===== config.mk =====
export PLATFORM = sky130hd
export DESIGN_NAME = fir_mac_scheduler_flat
export DESIGN_NICKNAME = d
export VERILOG_FILES = /design/src/rtl/fir_mac_scheduler_if.sv /design/src/rtl/fir_mac_scheduler.sv /design/src/flat_wrapper.sv
export SDC_FILE = /design/constraint.sdc
export NUM_CORES = 2
export LEC_CHECK = 0
export ABC_CLOCK_PERIOD_IN_PS = 22700
export CAP_MARGIN = 10
export CORE_MARGIN = 1
export CORE_UTILIZATION = 49
export DETAILED_ROUTE_END_ITERATION = 10
export PLACE_DENSITY = 0.67
export SLEW_MARGIN = 10
export SYNTH_ARGS = -nofsm -noshare
export SYNTH_HDL_FRONTEND = slang
export SYNTH_SLANG_ARGS = --single-unit
export TNS_END_PERCENT = 100

===== constraint.sdc =====
create_clock -name clk -period 22.7 [get_ports clk]
set_input_delay 4.54 -clock clk [delete_from_list [all_inputs] [get_ports clk]]
set_output_delay 4.54 -clock clk [all_outputs]
set_load 0.05 [all_outputs]

===== src/rtl/fir_mac_scheduler_if.sv =====
// Sample, coefficient and result signals for the shared-MAC FIR scheduler.
// The master drives samples and coefficient writes; the slave is the scheduler.
interface fir_mac_scheduler_if #(
  parameter int DW    = 24,
  parameter int CW    = 24,
  parameter int NTAPS = 8,
  parameter int NCH   = 2
);
  localparam int CHW = (NCH > 1) ? $clog2(NCH) : 1;
  localparam int TW  = $clog2(NTAPS);

  logic                 in_valid;
  logic                 in_ready;
  logic [CHW-1:0]       in_ch;
  logic signed [DW-1:0] in_data;
  logic                 coef_we;
  logic [TW-1:0]        coef_addr;
  logic signed [CW-1:0] coef_wdata;
  logic                 coef_err;
  logic                 out_valid;
  logic [CHW-1:0]       out_ch;
  logic signed [DW-1:0] out_data;
  logic                 busy;

  modport master (
    output in_valid, in_ch, in_data, coef_we, coef_addr, coef_wdata,
    input  in_ready, coef_err, out_valid, out_ch, out_data, busy
  );

  modport slave (
    input  in_valid, in_ch, in_data, coef_we, coef_addr, coef_wdata,
    output in_ready, coef_err, out_valid, out_ch, out_data, busy
  );
endinterface


===== src/rtl/fir_mac_scheduler.sv =====
// Time-multiplexed FIR: one multiply-accumulate per cycle over NTAPS taps for
// NCH channels, with per-channel history, writable coefficients and saturation.
module fir_mac_scheduler #(
  parameter int DW    = 24,
  parameter int CW    = 24,
  parameter int NTAPS = 8,
  parameter int NCH   = 2,
  parameter int FRAC  = 23
) (
  input  logic               clk,
  input  logic               reset,
  fir_mac_scheduler_if.slave bus
);
  localparam int CHW = (NCH > 1) ? $clog2(NCH) : 1;
  localparam int TW  = $clog2(NTAPS);
  localparam int PW  = DW + CW;
  localparam int AW  = PW + $clog2(NTAPS);

  localparam logic signed [AW:0] RND  = {{(AW+1-FRAC){1'b0}}, 1'b1, {(FRAC-1){1'b0}}};
  localparam logic signed [AW:0] MAXV = {{(AW+2-DW){1'b0}}, {(DW-1){1'b1}}};
  localparam logic signed [AW:0] MINV = {{(AW+2-DW){1'b1}}, {(DW-1){1'b0}}};

  typedef enum logic [1:0] {IDLE, MAC, ROUND, OUT} state_e;

  state_e               state_q, state_d;
  logic signed [CW-1:0] coef_q [NTAPS];
  logic signed [DW-1:0] hist_q [NCH][NTAPS];
  logic signed [AW-1:0] acc_q;
  logic [TW-1:0]        tap_q;
  logic [CHW-1:0]       ch_q;
  logic [CHW-1:0]       outCh_q;
  logic signed [DW-1:0] outData_q;
  logic                 coefErr_q;

  logic                 accept;
  logic                 chanOk;
  logic signed [PW-1:0] coefExt;
  logic signed [PW-1:0] histExt;
  logic signed [PW-1:0] prod;
  logic signed [AW:0]   rndSum;
  logic signed [AW:0]   rndShift;
  logic signed [DW-1:0] satVal;

  assign accept  = bus.in_valid && (state_q == IDLE);
  assign chanOk  = 32'(bus.in_ch) < NCH;
  assign coefExt = {{DW{coef_q[tap_q][CW-1]}}, coef_q[tap_q]};
  assign histExt = {{CW{hist_q[ch_q][tap_q][DW-1]}}, hist_q[ch_q][tap_q]};
  assign prod    = coefExt * histExt;

  // Round half up, then clamp into the output sample range.
  always_comb begin
    rndSum   = {acc_q[AW-1], acc_q} + RND;
    rndShift = rndSum >>> FRAC;
    if (rndShift > MAXV)      satVal = MAXV[DW-1:0];
    else if (rndShift < MINV) satVal = MINV[DW-1:0];
    else                      satVal = rndShift[DW-1:0];
  end

  always_ff @(posedge clk or posedge reset) begin
    if (reset) state_q <= IDLE;
    else        state_q <= state_d;
  end

  // Out-of-range channels are consumed without starting a computation.
  always_comb begin
    state_d = state_q;
    case (state_q)
      IDLE:    if (accept && chanOk) state_d = MAC;
      MAC:     if (tap_q == TW'(NTAPS-1)) state_d = ROUND;
      ROUND:   state_d = OUT;
      OUT:     state_d = IDLE;
      default: state_d = IDLE;
    endcase
  end

  always_comb begin
    bus.in_ready  = 1'b0;
    bus.busy      = 1'b1;
    bus.out_valid = 1'b0;
    case (state_q)
      IDLE: begin
        bus.in_ready = 1'b1;
        bus.busy     = 1'b0;
      end
      OUT:     bus.out_valid = 1'b1;
      default: ;
    endcase
  end

  assign bus.out_ch   = outCh_q;
  assign bus.out_data = outData_q;
  assign bus.coef_err = coefErr_q;

  // Coefficient writes land on the accept edge, so that sample sees them.
  always_ff @(posedge clk or posedge reset) begin
    if (reset) begin
      for (int k = 0; k < NTAPS; k++) coef_q[k] <= '0;
      for (int c = 0; c < NCH; c++)
        for (int k = 0; k < NTAPS; k++) hist_q[c][k] <= '0;
      acc_q     <= '0;
      tap_q     <= '0;
      ch_q      <= '0;
      outCh_q   <= '0;
      outData_q <= '0;
      coefErr_q <= 1'b0;
    end else begin
      coefErr_q <= bus.coef_we && (state_q != IDLE);
      if (bus.coef_we && (state_q == IDLE)) coef_q[bus.coef_addr] <= bus.coef_wdata;
      case (state_q)
        IDLE: begin
          if (accept && chanOk) begin
            for (int k = NTAPS-1; k > 0; k--) hist_q[bus.in_ch][k] <= hist_q[bus.in_ch][k-1];
            hist_q[bus.in_ch][0] <= bus.in_data;
            ch_q  <= bus.in_ch;
            acc_q <= '0;
            tap_q <= '0;
          end
        end
        MAC: begin
          acc_q <= acc_q + {{(AW-PW){prod[PW-1]}}, prod};
          tap_q <= tap_q + TW'(1);
        end
        ROUND: begin
          outData_q <= satVal;
          outCh_q   <= ch_q;
        end
        default: ;
      endcase
    end
  end
endmodule

===== src/flat_wrapper.sv =====
// flat-port wrapper written by rule: the top's interface ports become plain ports
module fir_mac_scheduler_flat 
#(
  parameter int DW    = 24,
  parameter int CW    = 24,
  parameter int NTAPS = 8,
  parameter int NCH   = 2,
  parameter int FRAC  = 23
)
  (clk, reset, bus_in_valid, bus_in_ch, bus_in_data, bus_coef_we, bus_coef_addr, bus_coef_wdata, bus_in_ready, bus_coef_err, bus_out_valid, bus_out_ch, bus_out_data, bus_busy);
  fir_mac_scheduler_if #(.DW(DW), .CW(CW), .NTAPS(NTAPS), .NCH(NCH)) bus_i ();
  input  logic clk;
  input  logic reset;
  input wire logic [$bits(bus_i.in_valid)-1:0] bus_in_valid;
  input wire logic [$bits(bus_i.in_ch)-1:0] bus_in_ch;
  input wire logic [$bits(bus_i.in_data)-1:0] bus_in_data;
  input wire logic [$bits(bus_i.coef_we)-1:0] bus_coef_we;
  input wire logic [$bits(bus_i.coef_addr)-1:0] bus_coef_addr;
  input wire logic [$bits(bus_i.coef_wdata)-1:0] bus_coef_wdata;
  output wire logic [$bits(bus_i.in_ready)-1:0] bus_in_ready;
  output wire logic [$bits(bus_i.coef_err)-1:0] bus_coef_err;
  output wire logic [$bits(bus_i.out_valid)-1:0] bus_out_valid;
  output wire logic [$bits(bus_i.out_ch)-1:0] bus_out_ch;
  output wire logic [$bits(bus_i.out_data)-1:0] bus_out_data;
  output wire logic [$bits(bus_i.busy)-1:0] bus_busy;
  assign bus_i.in_valid = bus_in_valid;
  assign bus_i.in_ch = bus_in_ch;
  assign bus_i.in_data = bus_in_data;
  assign bus_i.coef_we = bus_coef_we;
  assign bus_i.coef_addr = bus_coef_addr;
  assign bus_i.coef_wdata = bus_coef_wdata;
  assign bus_in_ready = bus_i.in_ready;
  assign bus_coef_err = bus_i.coef_err;
  assign bus_out_valid = bus_i.out_valid;
  assign bus_out_ch = bus_i.out_ch;
  assign bus_out_data = bus_i.out_data;
  assign bus_busy = bus_i.busy;
  fir_mac_scheduler #(.DW(DW), .CW(CW), .NTAPS(NTAPS), .NCH(NCH), .FRAC(FRAC)) u_core (.clk(clk), .reset(reset), .bus(bus_i));
endmodule

; ---- After elaboration in Yosys (flattened, before gate mapping)
; Index checks and enable logic that the tools add are counted.
[word_totals]
reg_bits = 659
inputBits = 56
elab_cells = 115
[op_classes]
add_sub_neg = 3
n_mul = 1
order_cmp = 8
eq_ne = 6
mux = 51
bitwise = 4
reduce_logical = 11
[ops]
columns = operator, n
row1 = 384-bit bitwise mux, 8
row2 = 192-bit demux with 1-bit select, 8
row3 = 192-bit 2-to-1 mux, 7
row4 = 192-bit bitwise mux, 1
row5 = 24-bit 2-to-1 mux, 8
row6 = 168-bit 2-to-1 mux, 1
row7 = 24-bit binary-select mux with 3-bit select, 2
row8 = 144-bit 2-to-1 mux, 1
row9 = 120-bit 2-to-1 mux, 1
row10 = 51-bit one-hot mux with 2 select lines, 1
row11 = 96-bit 2-to-1 mux, 1
row12 = 24-bit demux with 3-bit select, 1
row13 = 72-bit 2-to-1 mux, 1
row14 = "51-bit by 24-bit adder with 52-bit output, second input constant", 1
row15 = 51-bit adder, 1
row16 = 51-bit 2-to-1 mux, 1
row17 = 24-bit by 24-bit multiplier with 48-bit output, 1
row18 = 48-bit 2-to-1 mux, 1
row19 = "29-bit by 24-bit greater-than comparator with 1-bit output, second input constant", 1
row20 = "29-bit by 24-bit less-than comparator with 1-bit output, second input constant", 1
row21 = "4-bit >= comparator, second input constant", 2
row22 = 3-bit NOT with 4-bit output, 2
row23 = 2-bit one-hot mux with 4 select lines, 1
row24 = 3-bit one-hot mux with 2 select lines, 1
row25 = other kinds (16), 30

; ---- Depth between registers and ports, before layout
[logic_depth]
depth_word = 13
depth_mapped = 46
mapped_depth_nobuf = 42

; ---- Worst setup path before layout
; No wires, ideal clock.
[synth_path]
kind = register to register
start = register u_core.tap_q[0]
end = register u_core.acc_q[48]
setup_time_ns = 0.132
arrival_time_ns = 10.687
t_required_ns = 22.568
setup_slack_ns = 11.881
path_stages_with_launch = 43
path_cell_list = dfrtp_1 > buf_2 > buf_2 > buf_1 > mux4_2 > mux2i_1 > nand2_1 > o21ai_1 > clkbuf_1 > nor2_1 > fa_1 > inv_1 > fa_1 > fa_1 > fa_1 > fa_1 > inv_1 > fa_1 > [7 not listed] > a221o_1 > a22o_1 > o211a_1 > or2_1 > a21oi_1 > xnor2_1 > ha_1 > nand2_2 > or3_1 > or2_1 > a2111oi_4 > nor3_1 > o22ai_2 > a221o_2 > a31oi_2 > o31ai_2 > xnor2_1 > o21ai_1
[synth_between]
elab_chain_cells = 7
[synth_rtl]
columns = item, line_no
row1 = from (decl), fir_mac_scheduler.sv:29  ; logic [TW-1:0] tap_q;
row2 = from (signal assigned), fir_mac_scheduler.sv:121  ; tap_q <= tap_q + TW'(1);
row3 = 3-bit NOT with 4-bit output (not written as such) (*), "fir_mac_scheduler.sv:46, fir_mac_scheduler.sv:47"
row4 = "24-bit binary-select mux with 3-bit select, on equally long branches", "fir_mac_scheduler.sv:46, fir_mac_scheduler.sv:47"
row5 = "24-bit 2-to-1 mux, on equally long branches (2 in series)", "fir_mac_scheduler.sv:46, fir_mac_scheduler.sv:47"
row6 = 24-bit by 24-bit multiplier with 48-bit output (*), fir_mac_scheduler.sv:48  ; assign prod = coefExt * histExt;
row7 = 51-bit adder (*), fir_mac_scheduler.sv:120  ; acc_q <= acc_q + {{(AW-PW){prod[PW-1]}}, prod};
row8 = 51-bit one-hot mux with 2 select lines (*), fir_mac_scheduler.sv:109  ; case (state_q)
row9 = to (signal assigned), fir_mac_scheduler.sv:120
row10 = to (decl), fir_mac_scheduler.sv:28  ; logic signed [AW-1:0] acc_q;
; Every way passes the cells marked *; elsewhere a longest branch is shown, timed or not. The select of a mux whose other input is x is not followed.
; A chain may end at the register's enable or synchronous reset.

; ---- Worst setup path after layout
[layout_path]
start = register u_core.tap_q[0]
end = register u_core.acc_q[49]
; The elaborated chain is that of the path after synthesis.

==> flow_metrics.tcl <==
set metrics [dict create \
    cts_tree "done" \
    crit_type "flip-flop to flip-flop" \
    port_buffers 84 \
    cts.sinks 659 \
    root_buffer "clkbuf_16" \
    wl_met2_um 59010 \
    max_cap_violations 0 \
    start_kind "flip-flop" \
    nNetsFinal 5410 \
    first_pass_iters 6 \
    timing.hold.ws_ps 481.1 \
    synthesis.nets 5430 \
    ys_warn_count 0 \
    slew_headroom_pct 19.66 \
    vias 33780 \
    drv_slew 0 \
    insertion_delay_ps 670 \
    final_area_mm2 0.05764 \
    ant_nets 0 \
    die_area_mm2 0.1091 \
    io_pins 85 \
    crit_top_cell "fa_1" \
    drive_gt1_share_pct 21.58 \
    cts_made_buffers 74 \
    clock_skew_ps 40.87 \
    critPathBufInv 6 \
    ys_ff_latch 659 \
    clk_pin_slew_ps 60 \
    wl_met1_um 48660 \
    ys_async_sr_fraction_pct 100.0 \
    synth_cell_type_count 74 \
    drt_iter0_markers 2063 \
    first_global_vias 36610 \
    final_common_cell "dfrtp_1" \
    crit_path_max_fanout 104 \
    postSynthAreaPerCell_um2 11.55 \
    cts_max_level 3 \
    worst_slew_pin_slew_ps 1182 \
    grt_max_degree 195 \
    synth-main-ff-cell "dfrtp_1" \
    antenna_found_initial 1 \
    clockBufferDepth 3 \
    wl_um 118900 \
    overflow 0 \
    viasPerCell 5.616 \
    critPathTopFamily "adder cells" \
    hp-class "flip-flop to flip-flop" \
    hold_viol 0 \
    postCtsSetupBuffers 0 \
    cp-end-kind "flip-flop" \
    required_ps 23200 \
    hpwl_um 85710 \
    synth_edf_count 0 \
    ys_seq_area_share_pct 31.23 \
    drc 0 \
    tns_ps 0 \
    setup_viol 0 \
    finalCritPeriodShare_pct 54.47 \
    synthCells 4573 \
    row_count 120 \
    grt_use_total_pct 23.09 \
    ctsResizeCount 0 \
    crit_path_max_incr_delay_ps 1020 \
    grt_pass1_wl_um 197500 \
    wl_met3_um 5805 \
    die_y_um 330.3 \
    critPathArrivalTime_ps 12860 \
    crit_path_top_delay_cell "dfrtp_4" \
    die_x_um 330.3 \
    holdBufCountCts 0 \
    status "finished clean" \
    top_layer_used "met4" \
    post_drt_wl_per_cell_um 19.77 \
    rsz0062_at_grt "false" \
    num-fill-cells 9250 \
    gp_congestion 0.9137 \
    fin_crit_ps 12360 \
    most-common-layout-cells "655 x dfrtp_1, 635 x inv_1, 610 x mux2_2" \
    fmax_ghz 0.08088 \
    design.core.area_mm2 0.1069 \
    syn_area_mm2 0.05281 \
    post_dp_cell_area_mm2 0.05511 \
    start_util_pct 49.40 \
    syn_to_final_growth_pct 9.155 \
]
metal layers:
metal / vias up / GRT usage (%)
li1: 14990 / -
met1: 17720 / 29.60
met2: 802 / 39.19
met3: 269 / 3.039
met4: 0 / 10.34
met5: - / 0
flip-flops by register name, indices dropped and copies added (netlist names):
| signal | count |
|---|---|
| u_core.acc_q | 51 |
| u_core.bus.coef_err | 1 |
| u_core.bus.out_ch | 1 |
| u_core.bus.out_data | 24 |
| u_core.ch_q | 1 |
| u_core.coef_q | 192 |
| u_core.hist_q | 384 |
| u_core.state_q | 2 |
| u_core.tap_q | 3 |
logic make-up after synthesis:
logic type,after synthesis,synth area share [%]
compound gates,392,4.767
xor+xnor,121,2.007
fa+ha+maj,801,27.62
buf+inv,865,6.179
flops,659,31.23
mux,802,20.34
simple gates,933,7.854
path summary, 6_finish.rpt:
path                                                   from                             end  slack (ps)  cells after the start
worst max-delay path            u_core.tap_q[0]$_DFFE_PP0P_    u_core.acc_q[49]$_DFFE_PP0P_       10340                     37
worst min-delay path            u_core.acc_q[9]$_DFFE_PP0P_     u_core.acc_q[9]$_DFFE_PP0P_         480                      2
worst max register to register  u_core.tap_q[0]$_DFFE_PP0P_    u_core.acc_q[49]$_DFFE_PP0P_       10340                     37
worst min register to register  u_core.acc_q[9]$_DFFE_PP0P_     u_core.acc_q[9]$_DFFE_PP0P_         480                      2
max in group asynchronous                             reset    u_core.acc_q[29]$_DFFE_PP0P_       15270                      5
min in group asynchronous                             reset  u_core.hist_q[187]$_DFFE_PP0P_        4440                      2
worst register-to-register path, delay by kind of cell, from the launching register on:
family                     cells  cell delay [ps]
adders and majority gates      9             4170
AOI/OAI and AO/OA             14             3340
muxes                          2             1500
DFF                            1             1020
buffers and inverters          6              990
and+or+nand+nor                4              910
xor gates and xnor gates       2              270
area by class of cell:
type | count | area, um^2 | area share [%]
inverters | 636 | 2391 | 4.148
repair buffers | 133 | 1259 | 2.184
diodes | 2 | 5.005 | 0.008682
well taps | 1403 | 1755 | 3.045
clock buffers | 109 | 2165 | 3.755
flip-flops and latches | 659 | 16510 | 28.63
clock inverters | 24 | 362.8 | 0.6295
multi-input cells | 3049 | 33200 | 57.59
stage by stage:
stage | cells | setup WS [ps] | util [%]
4_1_cts | 6013 | 10190 | 53.92
3_3_place_gp | 5880 | 10570 | 51.55
5_1_grt | 6014 | 9388 | 53.92
2_1_floorplan | 4573 | 9152 | -
3_5_place_dp | 5880 | 10290 | 51.55
6_report | 6015 | 10340 | 53.92
Yosys cell counts (all sizes together), types with 46 or more instances:
library cell,n,share of area (%)
clkbuf,198,1.4
a21o,51,0.73
ha,193,4.6
nand2b,51,0.60
a21oi,99,0.94
dfrtp,659,31
mux2,610,13
mux4,156,6.7
o21ai,113,1.1
xor2,52,0.86
nor2b,46,0.54
inv,636,4.5
fa,608,23
nand2,350,2.5
nor2,320,2.3
xnor2,69,1.1
Power is not shown: default switching activity piles up to over one toggle a cycle in this logic, so the estimate is an artifact.
